**src/rtl/hazard_unit_if.sv**
```systemverilog
//==============================================================================
// Module      : hazard_unit_if
// Description : Bundle of pipeline-hazard inputs and stall/flush outputs that
//               connects the 5-stage core datapath to the hazard controller.
//               master : datapath side (drives hazard inputs, reads strobes)
//               slave  : hazard controller side
// Ports       : id_rs1_en/id_rs2_en/id_rs1/id_rs2  - ID-stage source operands
//               ex_mem_read/ex_reg_wen/ex_rd        - ID/EX destination info
//               ex_redirect                         - control redirect in EX
//               mem_req/mem_ack                     - data-memory handshake
//               pc_stall .. memwb_flush             - per-stage strobes
//               mem_err, stall_cnt, flush_cnt       - status / perf counters
// Revision    : 1.0 - initial release
//==============================================================================
`default_nettype none

interface hazard_unit_if #(
    parameter int CNT_W = 32
);
    logic             id_rs1_en;
    logic             id_rs2_en;
    logic [4:0]       id_rs1;
    logic [4:0]       id_rs2;
    logic             ex_mem_read;
    logic             ex_reg_wen;
    logic [4:0]       ex_rd;
    logic             ex_redirect;
    logic             mem_req;
    logic             mem_ack;
    logic             pc_stall;
    logic             ifid_stall;
    logic             ifid_flush;
    logic             idex_stall;
    logic             idex_flush;
    logic             exmem_stall;
    logic             memwb_flush;
    logic             mem_err;
    logic [CNT_W-1:0] stall_cnt;
    logic [CNT_W-1:0] flush_cnt;

    modport master (
        output id_rs1_en, id_rs2_en, id_rs1, id_rs2,
               ex_mem_read, ex_reg_wen, ex_rd, ex_redirect,
               mem_req, mem_ack,
        input  pc_stall, ifid_stall, ifid_flush, idex_stall, idex_flush,
               exmem_stall, memwb_flush, mem_err, stall_cnt, flush_cnt
    );

    modport slave (
        input  id_rs1_en, id_rs2_en, id_rs1, id_rs2,
               ex_mem_read, ex_reg_wen, ex_rd, ex_redirect,
               mem_req, mem_ack,
        output pc_stall, ifid_stall, ifid_flush, idex_stall, idex_flush,
               exmem_stall, memwb_flush, mem_err, stall_cnt, flush_cnt
    );
endinterface

`default_nettype wire

```
**src/rtl/hazard_unit.sv**
```systemverilog
//==============================================================================
// Module      : hazard_unit
// Description : Stall/flush controller for the 5-stage RV64I pipeline. Detects
//               load-use interlocks, EX-stage redirects and data-memory waits,
//               drives per-stage stall/flush strobes, keeps saturating
//               stall/flush counters and a data-memory timeout watchdog.
// Ports       : clk   - core clock
//               rst_n - synchronous active-low reset
//               hz    - hazard_unit_if.slave (hazard inputs, strobes, status)
// Revision    : 1.0 - initial release
//==============================================================================
`default_nettype none

module hazard_unit #(
    parameter int CNT_W       = 32,
    parameter int MEM_TIMEOUT = 255
) (
    input  wire logic    clk,
    input  wire logic    rst_n,
    hazard_unit_if.slave hz
);

    localparam logic [1:0]       c_ST_RUN  = 2'd0;
    localparam logic [1:0]       c_ST_WAIT = 2'd1;
    localparam logic [1:0]       c_ST_ERR  = 2'd2;
    localparam logic [15:0]      c_TIMEOUT = 16'(MEM_TIMEOUT);
    localparam logic [CNT_W-1:0] c_CNT_MAX = '1;

    logic [1:0]       r_state;
    logic [15:0]      r_wait_cnt;
    logic             r_mem_err;
    logic [CNT_W-1:0] r_stall_cnt;
    logic [CNT_W-1:0] r_flush_cnt;

    logic w_memw;
    logic w_lu;
    logic w_pc_stall;
    logic w_ifid_stall;
    logic w_ifid_flush;
    logic w_idex_stall;
    logic w_idex_flush;
    logic w_exmem_stall;
    logic w_memwb_flush;

    assign w_memw = hz.mem_req & ~hz.mem_ack;

    // x0 is hardwired zero, so a load targeting it never creates a dependency.
    assign w_lu = hz.ex_mem_read & hz.ex_reg_wen & (hz.ex_rd != 5'd0) &
                  ((hz.id_rs1_en & (hz.id_rs1 == hz.ex_rd)) |
                   (hz.id_rs2_en & (hz.id_rs2 == hz.ex_rd)));

    // Strict priority: ERR / memory wait freeze everything up to EX/MEM and
    // bubble MEM/WB; a redirect squashes any load-use seen on the wrong path.
    always_comb begin
        w_pc_stall    = 1'b0;
        w_ifid_stall  = 1'b0;
        w_ifid_flush  = 1'b0;
        w_idex_stall  = 1'b0;
        w_idex_flush  = 1'b0;
        w_exmem_stall = 1'b0;
        w_memwb_flush = 1'b0;
        if (rst_n) begin
            if ((r_state == c_ST_ERR) || w_memw) begin
                w_pc_stall    = 1'b1;
                w_ifid_stall  = 1'b1;
                w_idex_stall  = 1'b1;
                w_exmem_stall = 1'b1;
                w_memwb_flush = 1'b1;
            end else if (hz.ex_redirect) begin
                w_ifid_flush  = 1'b1;
                w_idex_flush  = 1'b1;
            end else if (w_lu) begin
                w_pc_stall    = 1'b1;
                w_ifid_stall  = 1'b1;
                w_idex_flush  = 1'b1;
            end
        end
    end

    // Memory-wait watchdog. The counter holds the number of MEM_WAIT cycles
    // entered so far; an ack arriving on the timeout cycle still wins.
    always_ff @(posedge clk) begin
        if (!rst_n) begin
            r_state    <= c_ST_RUN;
            r_wait_cnt <= 16'd0;
            r_mem_err  <= 1'b0;
        end else begin
            case (r_state)
                c_ST_RUN: begin
                    if (w_memw) begin
                        r_state    <= c_ST_WAIT;
                        r_wait_cnt <= 16'd1;
                    end
                end
                c_ST_WAIT: begin
                    if (hz.mem_ack) begin
                        r_state    <= c_ST_RUN;
                        r_wait_cnt <= 16'd0;
                    end else if (r_wait_cnt == c_TIMEOUT) begin
                        r_state    <= c_ST_ERR;
                        r_mem_err  <= 1'b1;
                    end else begin
                        r_wait_cnt <= r_wait_cnt + 16'd1;
                    end
                end
                c_ST_ERR: begin
                    r_state   <= c_ST_ERR;
                    r_mem_err <= 1'b1;
                end
                default: begin
                    r_state    <= c_ST_RUN;
                    r_wait_cnt <= 16'd0;
                end
            endcase
        end
    end

    always_ff @(posedge clk) begin
        if (!rst_n) begin
            r_stall_cnt <= '0;
            r_flush_cnt <= '0;
        end else begin
            if (w_pc_stall && (r_stall_cnt != c_CNT_MAX)) begin
                r_stall_cnt <= r_stall_cnt + 1'b1;
            end
            if ((w_ifid_flush || w_idex_flush) && (r_flush_cnt != c_CNT_MAX)) begin
                r_flush_cnt <= r_flush_cnt + 1'b1;
            end
        end
    end

    assign hz.pc_stall    = w_pc_stall;
    assign hz.ifid_stall  = w_ifid_stall;
    assign hz.ifid_flush  = w_ifid_flush;
    assign hz.idex_stall  = w_idex_stall;
    assign hz.idex_flush  = w_idex_flush;
    assign hz.exmem_stall = w_exmem_stall;
    assign hz.memwb_flush = w_memwb_flush;
    assign hz.mem_err     = r_mem_err;
    assign hz.stall_cnt   = r_stall_cnt;
    assign hz.flush_cnt   = r_flush_cnt;

endmodule

`default_nettype wire

```
**src/flat_wrapper.sv**
```systemverilog
// flat-port wrapper written by rule: the top's interface ports become plain ports
module hazard_unit_flat 
#(
    parameter int CNT_W       = 32,
    parameter int MEM_TIMEOUT = 255
)
  (clk, rst_n, hz_id_rs1_en, hz_id_rs2_en, hz_id_rs1, hz_id_rs2, hz_ex_mem_read, hz_ex_reg_wen, hz_ex_rd, hz_ex_redirect, hz_mem_req, hz_mem_ack, hz_pc_stall, hz_ifid_stall, hz_ifid_flush, hz_idex_stall, hz_idex_flush, hz_exmem_stall, hz_memwb_flush, hz_mem_err, hz_stall_cnt, hz_flush_cnt);
  hazard_unit_if #(.CNT_W(CNT_W)) hz_i ();
  input  wire logic clk;
  input  wire logic rst_n;
  input wire logic [$bits(hz_i.id_rs1_en)-1:0] hz_id_rs1_en;
  input wire logic [$bits(hz_i.id_rs2_en)-1:0] hz_id_rs2_en;
  input wire logic [$bits(hz_i.id_rs1)-1:0] hz_id_rs1;
  input wire logic [$bits(hz_i.id_rs2)-1:0] hz_id_rs2;
  input wire logic [$bits(hz_i.ex_mem_read)-1:0] hz_ex_mem_read;
  input wire logic [$bits(hz_i.ex_reg_wen)-1:0] hz_ex_reg_wen;
  input wire logic [$bits(hz_i.ex_rd)-1:0] hz_ex_rd;
  input wire logic [$bits(hz_i.ex_redirect)-1:0] hz_ex_redirect;
  input wire logic [$bits(hz_i.mem_req)-1:0] hz_mem_req;
  input wire logic [$bits(hz_i.mem_ack)-1:0] hz_mem_ack;
  output wire logic [$bits(hz_i.pc_stall)-1:0] hz_pc_stall;
  output wire logic [$bits(hz_i.ifid_stall)-1:0] hz_ifid_stall;
  output wire logic [$bits(hz_i.ifid_flush)-1:0] hz_ifid_flush;
  output wire logic [$bits(hz_i.idex_stall)-1:0] hz_idex_stall;
  output wire logic [$bits(hz_i.idex_flush)-1:0] hz_idex_flush;
  output wire logic [$bits(hz_i.exmem_stall)-1:0] hz_exmem_stall;
  output wire logic [$bits(hz_i.memwb_flush)-1:0] hz_memwb_flush;
  output wire logic [$bits(hz_i.mem_err)-1:0] hz_mem_err;
  output wire logic [$bits(hz_i.stall_cnt)-1:0] hz_stall_cnt;
  output wire logic [$bits(hz_i.flush_cnt)-1:0] hz_flush_cnt;
  assign hz_i.id_rs1_en = hz_id_rs1_en;
  assign hz_i.id_rs2_en = hz_id_rs2_en;
  assign hz_i.id_rs1 = hz_id_rs1;
  assign hz_i.id_rs2 = hz_id_rs2;
  assign hz_i.ex_mem_read = hz_ex_mem_read;
  assign hz_i.ex_reg_wen = hz_ex_reg_wen;
  assign hz_i.ex_rd = hz_ex_rd;
  assign hz_i.ex_redirect = hz_ex_redirect;
  assign hz_i.mem_req = hz_mem_req;
  assign hz_i.mem_ack = hz_mem_ack;
  assign hz_pc_stall = hz_i.pc_stall;
  assign hz_ifid_stall = hz_i.ifid_stall;
  assign hz_ifid_flush = hz_i.ifid_flush;
  assign hz_idex_stall = hz_i.idex_stall;
  assign hz_idex_flush = hz_i.idex_flush;
  assign hz_exmem_stall = hz_i.exmem_stall;
  assign hz_memwb_flush = hz_i.memwb_flush;
  assign hz_mem_err = hz_i.mem_err;
  assign hz_stall_cnt = hz_i.stall_cnt;
  assign hz_flush_cnt = hz_i.flush_cnt;
  hazard_unit #(.CNT_W(CNT_W), .MEM_TIMEOUT(MEM_TIMEOUT)) u_core (.clk(clk), .rst_n(rst_n), .hz(hz_i));
endmodule
```
**config.mk**
```make
export PLATFORM = sky130hd
export DESIGN_NAME = hazard_unit_flat
export DESIGN_NICKNAME = d
export VERILOG_FILES = /design/src/rtl/hazard_unit_if.sv /design/src/rtl/hazard_unit.sv /design/src/flat_wrapper.sv
export SDC_FILE = /design/constraint.sdc
export NUM_CORES = 1
export LEC_CHECK = 0
export CORE_MARGIN = 2
export CORE_UTILIZATION = 40
export CTS_BUF_LIST = sky130_fd_sc_hd__clkbuf_8
export CTS_CLUSTER_DIAMETER = 40
export CTS_CLUSTER_SIZE = 20
export DETAILED_ROUTE_END_ITERATION = 10
export GPL_ROUTABILITY_DRIVEN = 0
export HOLD_SLACK_MARGIN = 0.08
export PLACE_DENSITY = 0.68
export SYNTH_ARGS = -nofsm -noshare
export SYNTH_HDL_FRONTEND = slang
export SYNTH_SLANG_ARGS = --single-unit
```
**constraint.sdc**
```tcl
create_clock -name clk -period 2.05 [get_ports clk]
set_input_delay 0.3075 -clock clk [delete_from_list [all_inputs] [get_ports clk]]
set_output_delay 0.3075 -clock clk [all_outputs]
set_load 0.02 [all_outputs]
```
==> metrics.cfg <==
[pwr]
leakage_nw=2.44
power.switching_w=0.000836
p_comb_frac=0.098
p_int_w=0.00220
p_seq_frac=0.529
ir_drop_v=0.000286
pwr-share-clk=0.373
p_per_area_nw_per_um2=447
sw_frac_of_total=0.275

[setup_path]
crit_cells=8
worst_setup_path_start_kind=flop
rr_worst_depth=8
cp_top_family=simple AND/OR/NAND/NOR gates
critPathArrivalTime_ns=2.42
critPathCaptureType=flop
cp_max_fo=6
critPathMaxStageDelay_ns=0.40
critical_path_required_ns=2.35
cp_num_buf_inv=2
crit_type=reg -> reg
cpMostUsedCell=buf_6
crit_chain=nor2b_4, or3_4, a21oi_4, buf_6, nand4b_1, buf_6, or4_4, a21oi_1
slowest_stage=or4_4

[sta]
period_share=1.03
setup_slack_ns=-0.0705
max_freq_ghz=0.472
worst_pin_slew_ns=0.615
min_period_ns=2.12
setup_total_negative_slack_ns=-0.257
setup_violations=7
drv_slew=0
clock_skew_ns=0.0119
hold_viol=0
grt_setup_unrepaired=yes
hold_ws_ns=0.448
max_slew_margin=0.590

[drt]
vias_per_cell=5.69
detail_route.wl_per_cell_um=15.8
drc_errors=0
drt_iter0_drc=247
vias=4896
routed_wl_mm=13.6
dr.pass1.iters=4
ant_nets=0

[global_routing]
grt_pass1_wl_mm=21.4
antenna_found_initial=2
grt_overflow_total=0
grt_util_all_layers=0.227
first_global_vias=4586
grt_max_degree=52

[synth]
ys_top_cells_by_count=dfxtp_1, a21oi_1, nand2_1, nor2_1, o31ai_1
avgSynthCellArea_um2=8.19
synth_top_area_frac=0.381
ys_seq_elements=83
synth_area_leader_cell=dfxtp_1
syn-num-nets=559
syn_area_um2=4360
synth_area_leaders=dfxtp_1, o31ai_1, a21oi_1
syn_inst=532
yosysMostFrequentCell=dfxtp_1
synth_edf_count=0
synth-seq-area-share=0.381
yosysUniqueCellTypes=52
yosys_warnings=0
yosys_most_used_dff=dfxtp_1
ys_async_sr_fraction=0

[die]
die_w_um=108
io_pins=96
core_area_um2=10700
die_h_um=108
row_count=38
dieArea_um2=11700
start_util=0.406

[clocking]
cts_buffer_depth=2
postCtsHoldBufs=0
htreeDepth=3
clk_latency_ns=0.37
cts_buffers=9
clk_pin_slew_ns=0.10
cts_tree=yes
cts_root_buffer=clkbuf_8
clock-sinks=83

[final_layout]
final_layout_size_suffix_gt1_frac=0.318
areaGrowthSynthToFinish_pct=55.8
multiInputGateArea_um2=2790
fin_nets=741
seq_area_um2=1740
fill_cells=928
utilization=0.632

[run]
cap_violations=0

[hold_path]
min_delay_path_depth=5
hold_class=in -> reg

[place]
dp_slack_ns=-0.655
io_buffers=95
hpwl_mm=8.98

[status]
outcome=finished with violations
failed_checks=setup timing

==> power groups by stage <==
stage	Combinational, W	Clock (W)	Sequential [W]
after floorplan	0.000115	0	0.00165
after global placement	0.000245	0	0.00165
after detailed placement	0.000248	0	0.00165
after CTS	0.000267	0.00116	0.00161
after global routing	0.000319	0.00123	0.00161
final	0.000296	0.00113	0.00161
==> cells by family (layout without fill, tap and decap cells) <==
kind of cell	count (synthesis)	in the layout	synth area share
other	0	2	0
adders and majority gates	3	3	0.00861
muxes	7	7	0.0161
DFF	83	83	0.381
and+or+nand+nor	238	238	0.309
xor gates and xnor gates	22	22	0.0442
buffers and inverters	46	233	0.0456
AOI/OAI and AO/OA	133	133	0.195
==> metrics by stage <==
stage                     area, um2  total power (W)  instances
after floorplan                4460          0.00177        532
after global placement         6070          0.00190        815
after detailed placement       6070          0.00190        815
after CTS                      6500          0.00304        848
after global routing           6790          0.00316        861
final                          6790          0.00304        861
==> layout by cell type, fill, tap and decap left out, drive strengths merged, types with 4 or more instances in the layout <==
| master | n |
|---|---|
| a21oi | 47 |
| and2 | 4 |
| and3 | 9 |
| and4 | 8 |
| buf | 114 |
| clkbuf | 17 |
| clkdlybuf4s15 | 9 |
| clkdlybuf4s50 | 70 |
| dfxtp | 83 |
| dlygate4sd2 | 5 |
| inv | 14 |
| mux2i | 7 |
| nand2 | 37 |
| nand2b | 4 |
| nand3 | 30 |
| nand4 | 32 |
| nor2 | 35 |
| nor3 | 8 |
| nor4 | 15 |
| o211ai | 11 |
| o21ai | 21 |
| o31ai | 32 |
| or3 | 19 |
| or4 | 26 |
| xnor2 | 20 |
==> what timing repair did <==
item | CTS | global route
setup endpoints to repair | 71 | 62
gates resized for setup | 72 | 73
gates cloned | 3 | 2
pin swaps | 17 | 37
buffers inserted | 15 | 11
==> path summary, 6_finish.rpt <==
path | startpoint | end | slack (ns)
max | u_core.r_state[1] | u_core.hz.flush_cnt[20] | -0.07
min | hz_mem_ack | u_core.r_state[0] | 0.45
max reg2reg | u_core.r_state[1] | u_core.hz.flush_cnt[20] | -0.07
min reg2reg | u_core.hz.flush_cnt[4] | u_core.hz.flush_cnt[4] | 0.47
==> state kept, by name, summed over array words and instances (netlist names) <==
signal / cells
u_core.hz.mem_err: 1
u_core.r_state: 2
u_core.hz.stall_cnt: 32
u_core.r_wait_cnt: 16
u_core.hz.flush_cnt: 32
==> metal layers <==
layer | vias up | wire, um | global-route usage
met4 | 0 | 204 | 0.0842
met1 | 2350 | 5810 | 0.274
met3 | 17 | 686 | 0.0404
met2 | 130 | 6860 | 0.402
li1 | 2399 | - | -
met5 | - | 0 | 0
==> tightest hold or removal path: stages <==
cell            delay (ns)
dlymetal6s2s_1        0.16
buf_4                 0.14
nor2_1                0.06
nand2_1               0.07
a211oi_1              0.04
==> area by class of cell <==
class / instances / share of cell area
Tap cell: 140 / 0.0258
Clock inverter: 7 / 0.00848
Inverter: 10 / 0.00553
Sequential cell: 83 / 0.256
Multi-Input combinational cell: 403 / 0.411
Timing Repair Buffer: 207 / 0.274
Clock buffer: 9 / 0.0182
Antenna cell: 2 / 0.000737
Note: power is estimated with default switching activity, not from simulation.
==> patch 1 (config.mk and constraints unchanged) <==
`MEM_TIMEOUT` is set to 255 in 2 places; all go to 128.
--- a/src/rtl/hazard_unit.sv
+++ b/src/rtl/hazard_unit.sv
@@ -13,7 +13,7 @@
 
 module hazard_unit #(
     parameter int CNT_W       = 32,
-    parameter int MEM_TIMEOUT = 255
+    parameter int MEM_TIMEOUT = 128
 ) (
     input  wire logic    clk,
     input  wire logic    rst_n,
--- a/src/flat_wrapper.sv
+++ b/src/flat_wrapper.sv
@@ -2,7 +2,7 @@
 module hazard_unit_flat 
 #(
     parameter int CNT_W       = 32,
-    parameter int MEM_TIMEOUT = 255
+    parameter int MEM_TIMEOUT = 128
 )
   (clk, rst_n, hz_id_rs1_en, hz_id_rs2_en, hz_id_rs1, hz_id_rs2, hz_ex_mem_read, hz_ex_reg_wen, hz_ex_rd, hz_ex_redirect, hz_mem_req, hz_mem_ack, hz_pc_stall, hz_ifid_stall, hz_ifid_flush, hz_idex_stall, hz_idex_flush, hz_exmem_stall, hz_memwb_flush, hz_mem_err, hz_stall_cnt, hz_flush_cnt);
   hazard_unit_if #(.CNT_W(CNT_W)) hz_i ();
Check against the original RTL: same outputs for any inputs over 10 cycles, from zero or initial values and one cycle with rst_n low; that may be too few to reach the edited logic, so the function may still have changed.
==> patch 1 against the unedited design <==
  * Clock skew barely moved
  * Hold slack got worse by 0.0044 ns
  * Largest cell class unchanged
  * Via count fell by 12%
  * First-iteration DRC count fell by 29%
  * Total power rose by 2.4%
  * Design area fell by 1.5%
  * Routed wire length fell by 10%
  * Die area rose by 0.43%
  * Critical endpoint is now hz_memwb_flush
  * Worst setup slack improved by 0.12 ns
  * Largest power group unchanged
  * Sequential cell count did not move
  * Global-route usage fell by 1.6 points
  * Area after synthesis rose by 0.46%
==> patch 1: results <==
{
  "grt_max_degree": 54,
  "cellLeakagePower_nw": 2.67,
  "areaGrowthSynthToFinish_pct": 52.8,
  "vias_after_detailed_routing": 4331,
  "worstSetupPathType": "in2out",
  "synthesis.nets": 517,
  "share_of_final_layout_standard_cells_stronger_than_drive_strength_1": 0.288,
  "drtIter0Drc": 176,
  "worstReg2RegStart": "u_core.hz.flush_cnt[9]",
  "place.detailed.hpwl_um": 8620,
  "worst_path_largest_cell_delay_ns": 0.44,
  "crit_path_max_fanout": 3,
  "critical_path_origin": "hz_mem_ack",
  "grt_antenna_before_repair": 0,
  "ys_seq_area_frac": 0.379,
  "critical-path-top-delay-family": "buffers and inverters",
  "clock-skew-final_ns": 0.0117,
  "timing.critical_path.to": "hz_memwb_flush",
  "regToRegEndpoint": "u_core.hz.flush_cnt[23]",
  "fin_tns_setup_ns": 0,
  "grt_pass1_wl_um": 19800,
  "fillerInstances": 942,
  "synth_top_cells_by_count": "sky130_fd_sc_hd__dfxtp_1 (83), sky130_fd_sc_hd__nand3_1 (41), sky130_fd_sc_hd__and2_1 (35), sky130_fd_sc_hd__nand2_1 (35), sky130_fd_sc_hd__xnor2_1 (35)",
  "placedInstanceArea_sq_mm": 0.00609,
  "grt_usage": 0.211,
  "ir_worst_vdd_uv": 440,
  "cpMaxStageDelayCell": "sky130_fd_sc_hd__clkdlybuf4s50_1",
  "outcome": "complete, no violations"
}
==> patch 1: worst register-to-register path: stages (launching register included) <==
cell and delay [ns]:
sky130_fd_sc_hd__dfxtp_2 0.35, sky130_fd_sc_hd__and4_1 0.22, sky130_fd_sc_hd__buf_4 0.13, sky130_fd_sc_hd__nand3_1 0.11
sky130_fd_sc_hd__nor4_4 0.38, sky130_fd_sc_hd__nand2_2 0.13, sky130_fd_sc_hd__buf_4 0.16, sky130_fd_sc_hd__o31a_1 0.22
sky130_fd_sc_hd__o21a_1 0.17
==> patch 1: cells by family (layout without fill, tap and decap cells) <==
logic type               after synthesis  count (layout)  synth area share
buffers and inverters                 28             233            0.0300
flip-flops                            83              83             0.379
adder cells (fa/ha/maj)                4               4            0.0114
XOR/XNOR                              52              52             0.104
AND/OR/NAND/NOR                      246             246             0.339
multiplexers                           9               9            0.0206
AO/OA/AOI/OAI                         67              67             0.116
==> patch 1: area by class of cell <==
| type | instances | area share |
|---|---|---|
| clock inverter | 7 | 0.0107 |
| sequential | 83 | 0.251 |
| clock buffer | 9 | 0.0185 |
| inverter | 11 | 0.00654 |
| tap | 140 | 0.0262 |
| multi-input combinational | 378 | 0.416 |
| timing repair buffer | 206 | 0.271 |
==> patch 1: timing repair <==
action,in CTS,in global routing
gates resized for setup,55,55
pin swaps,9,33
setup buffers,3,16
gates cloned,0,2
setup endpoints to repair,55,66
==> patch 1: metal layers <==
metal / routed length [um] / share of wire / up-vias / GRT usage
met2: 6040 / 0.50 / 79 / 0.359
met5: 0 / 0 / - / 0
met4: 259 / 0.021 / 0 / 0.0907
met1: 5420 / 0.45 / 2056 / 0.258
met3: 430 / 0.035 / 19 / 0.0448
li1: - / - / 2177 / -
==> patch 1: metrics by stage <==
step                      setup slack, ns  instances
after floorplan                    0.0216        489
after global placement             -0.626        797
after detailed placement           -0.719        797
after CTS                         0.00232        816
after global routing              -0.0408        834
final                              0.0486        834
==> patch 1: worst min-delay path by stage <==
stage                                    endpoint  slack, ns  depth (start not counted)
final                     u_core.hz.flush_cnt[23]       0.44                          3
after global routing      u_core.hz.flush_cnt[23]       0.44                          3
after CTS                 u_core.hz.flush_cnt[23]       0.43                          3
after detailed placement        u_core.hz.mem_err       0.47                          1
after global placement          u_core.hz.mem_err       0.46                          1
after floorplan            u_core.hz.stall_cnt[9]       0.46                          2
==> patch 1: power breakdown <==
group	switching (mW)	total, mW	internal, mW
Sequential	0.00416	1.62	1.62
Combinational	0.145	0.299	0.154
Clock	0.714	1.19	0.476
==> patch 2 (same flow settings) <==
Made on the original files. Reset style: asynchronous (`rst_n`), changed in 2 clocked blocks. Comments in the files are not updated.
--- a/src/rtl/hazard_unit.sv
+++ b/src/rtl/hazard_unit.sv
@@ -79,7 +79,7 @@
 
     // Memory-wait watchdog. The counter holds the number of MEM_WAIT cycles
     // entered so far; an ack arriving on the timeout cycle still wins.
-    always_ff @(posedge clk) begin
+    always_ff @(posedge clk or negedge rst_n) begin
         if (!rst_n) begin
             r_state    <= c_ST_RUN;
             r_wait_cnt <= 16'd0;
@@ -115,7 +115,7 @@
         end
     end
 
-    always_ff @(posedge clk) begin
+    always_ff @(posedge clk or negedge rst_n) begin
         if (!rst_n) begin
             r_stall_cnt <= '0;
             r_flush_cnt <= '0;
Formal check against the unedited RTL: differs if rst_n is asserted again (counterexample within 4 cycles, from zero or initial values and one cycle with rst_n low); with rst_n held inactive, the same outputs for 10 cycles.
==> patch 2 against the unedited design <==
  * The run still ends with setup timing left
  * Routed wire length decreased by 12%
  * Largest cell class unchanged
  * Area after synthesis up 0.34%
  * Design area decreased by 2.5%
  * First-iteration DRC count shrank 30%
  * Fmax rose by 1.4%
  * Worst setup slack better by 0.029 ns
  * Sequential cell count unchanged
Power is not compared: it rests on default switching activity, and its combinational part moved more than twofold at a synthesized area within 25%.
==> patch 2: results <==
{
  "grt_max_degree": 48,
  "sw_frac_of_total": 0.307,
  "h-tree-depth": 3,
  "synth-warning-count": 0,
  "netlist_instances": 428,
  "vias_after_detailed_routing": 4002,
  "drt-vias-per-instance": 5.20,
  "synth_cell_types": 54,
  "areaGrowthSynthToFinish_pct": 51.3,
  "holdCritPathClass": "in2async",
  "outcome": "finished with violations",
  "violations": "setup timing",
  "clk-insertion-delay-late_ns": 0.35,
  "grt_pass1_wl_um": 18800,
  "portBuffers": 95,
  "share_of_final_layout_standard_cells_stronger_than_drive_strength_1": 0.320,
  "clockRootBuffer": "sky130_fd_sc_hd__clkbuf_8",
  "worstMarginPinSlew_ns": 0.597,
  "worst_path_largest_cell_delay_ns": 0.38,
  "postRouteWirelength_um": 11900,
  "ys_seq_area_frac": 0.475,
  "placedInstanceArea_sq_mm": 0.00607,
  "fillerInstances": 917,
  "crit_path_max_fanout": 3,
  "yosys-top-cells-area": "sky130_fd_sc_hd__dfrtp_1 (47%), sky130_fd_sc_hd__xnor2_1 (12%), sky130_fd_sc_hd__xor2_1 (4.6%)",
  "antennaDiodeCount": 0,
  "clock_tree.buffer_depth": 2,
  "gr-total-overflow": 0,
  "iteration_count_of_the_initial_detailed_routing_pass": 4,
  "synth_top_cells_by_count": "sky130_fd_sc_hd__dfrtp_1 (83), sky130_fd_sc_hd__xnor2_1 (62), sky130_fd_sc_hd__nand2_1 (35), sky130_fd_sc_hd__nand4_1 (31), sky130_fd_sc_hd__nand3_1 (27)",
  "drtIter0Drc": 174,
  "grt_antenna_before_repair": 0,
  "place.detailed.hpwl_um": 8440,
  "ir_worst_vdd_uv": 630,
  "final.setup.worst_slack_ns": -0.0411,
  "cts-buffers-inserted": 9,
  "clock-skew-final_ns": 0.0109,
  "dp_cells": 727,
  "cpMaxStageDelayCell": "sky130_fd_sc_hd__or3_4",
  "clkTransAtPathRegs_ns": 0.08,
  "final_net_count": 651,
  "setup_viol_count_final": 2,
  "synthesis.nets": 455,
  "synth_ff_type": "sky130_fd_sc_hd__dfrtp_1",
  "worst_ep_arrival_time_ns": 1.78,
  "grt_pass1_vias": 3900,
  "cellLeakagePower_nw": 2.80,
  "grt_usage": 0.203,
  "async_flop_share": 1.00
}
## patch 2: cell types whose count changed in the layout (fill, tap and decap cells not counted), sizes merged, moves of 21 or more
cell and change:
xnor2 +42, dfxtp -83, dfrtp +83, o31ai -32, xor2 +21, a21oi -34
## patch 2: repair_timing
item / 4_1_cts / 5_1_grt
endpoints found under the setup margin: 62 / 46
gates resized for setup: 65 / 29
gates cloned: 1 / 1
hold endpoints to repair: 0 / 0
setup buffers: 9 / 15
pin swaps: 21 / 23
## patch 2: critical path: cells and delay by family
kind,cells,cell delay [ns]
buf+inv,4,0.50
simple gates,1,0.38
compound gates,2,0.60
## patch 2: layer usage
metal	track usage	share of wire	up-vias	wire length, um
met1	0.266	0.44	1965	5270
met3	0.0440	0.036	18	423
met4	0.0659	0.018	0	210
met5	0	0	-	0
li1	-	-	1925	-
met2	0.335	0.50	94	5970
## patch 2: cell families after synthesis
kind of cell | Yosys count | share of synthesized area
simple gates | 199 | 0.258
xor+xnor | 85 | 0.170
flops | 83 | 0.475
compound gates | 34 | 0.0509
buf+inv | 21 | 0.0286
mux | 3 | 0.00858
fa+ha+maj | 3 | 0.00858
## patch 2: layout make-up
class	instances	area share
clock inverters	5	0.00435
clock buffers	11	0.0229
multi-input cells	324	0.360
inverters	5	0.00340
well taps	140	0.0265
repair buffers	201	0.265
flip-flops and latches	83	0.317
## patch 2: through the flow
| stage | setup slack [ns] | hold WS [ns] | TNS (ns) |
|---|---|---|---|
| floorplan | -0.0556 | 0.0119 | -0.239 |
| global placement | -0.817 | 0.455 | -33.37 |
| detailed placement | -0.869 | 0.460 | -36.24 |
| CTS | -0.0533 | 0.110 | -0.105 |
| global route | -0.0733 | 0.120 | -0.589 |
| finish | -0.0411 | 0.106 | -0.0800 |
## patch 2: path summary, 6_finish.rpt
kind / from / end / slack, ns / cells after the start
min in group clk: u_core.hz.mem_err / u_core.hz.mem_err / 0.47 / 1
max reg2reg: u_core.hz.stall_cnt[1] / u_core.hz.stall_cnt[6] / 0.03 / 9
min: rst_n / u_core.r_wait_cnt[10] / 0.11 / 2
max in group asynchronous: rst_n / u_core.hz.flush_cnt[12] / 1.52 / 3
min reg2reg: u_core.hz.mem_err / u_core.hz.mem_err / 0.47 / 1
max: hz_ex_rd[1] / hz_ifid_stall / -0.04 / 7
## patch 2: power by group through the flow
stage	Sequential (mW)	Combinational, mW	Clock [mW]
floorplan	2.10	0.290	0
global placement	1.92	1.03	0
detailed placement	1.92	1.05	0
CTS	1.91	1.09	1.12
global route	1.93	1.23	1.21
finish	1.91	1.14	1.08
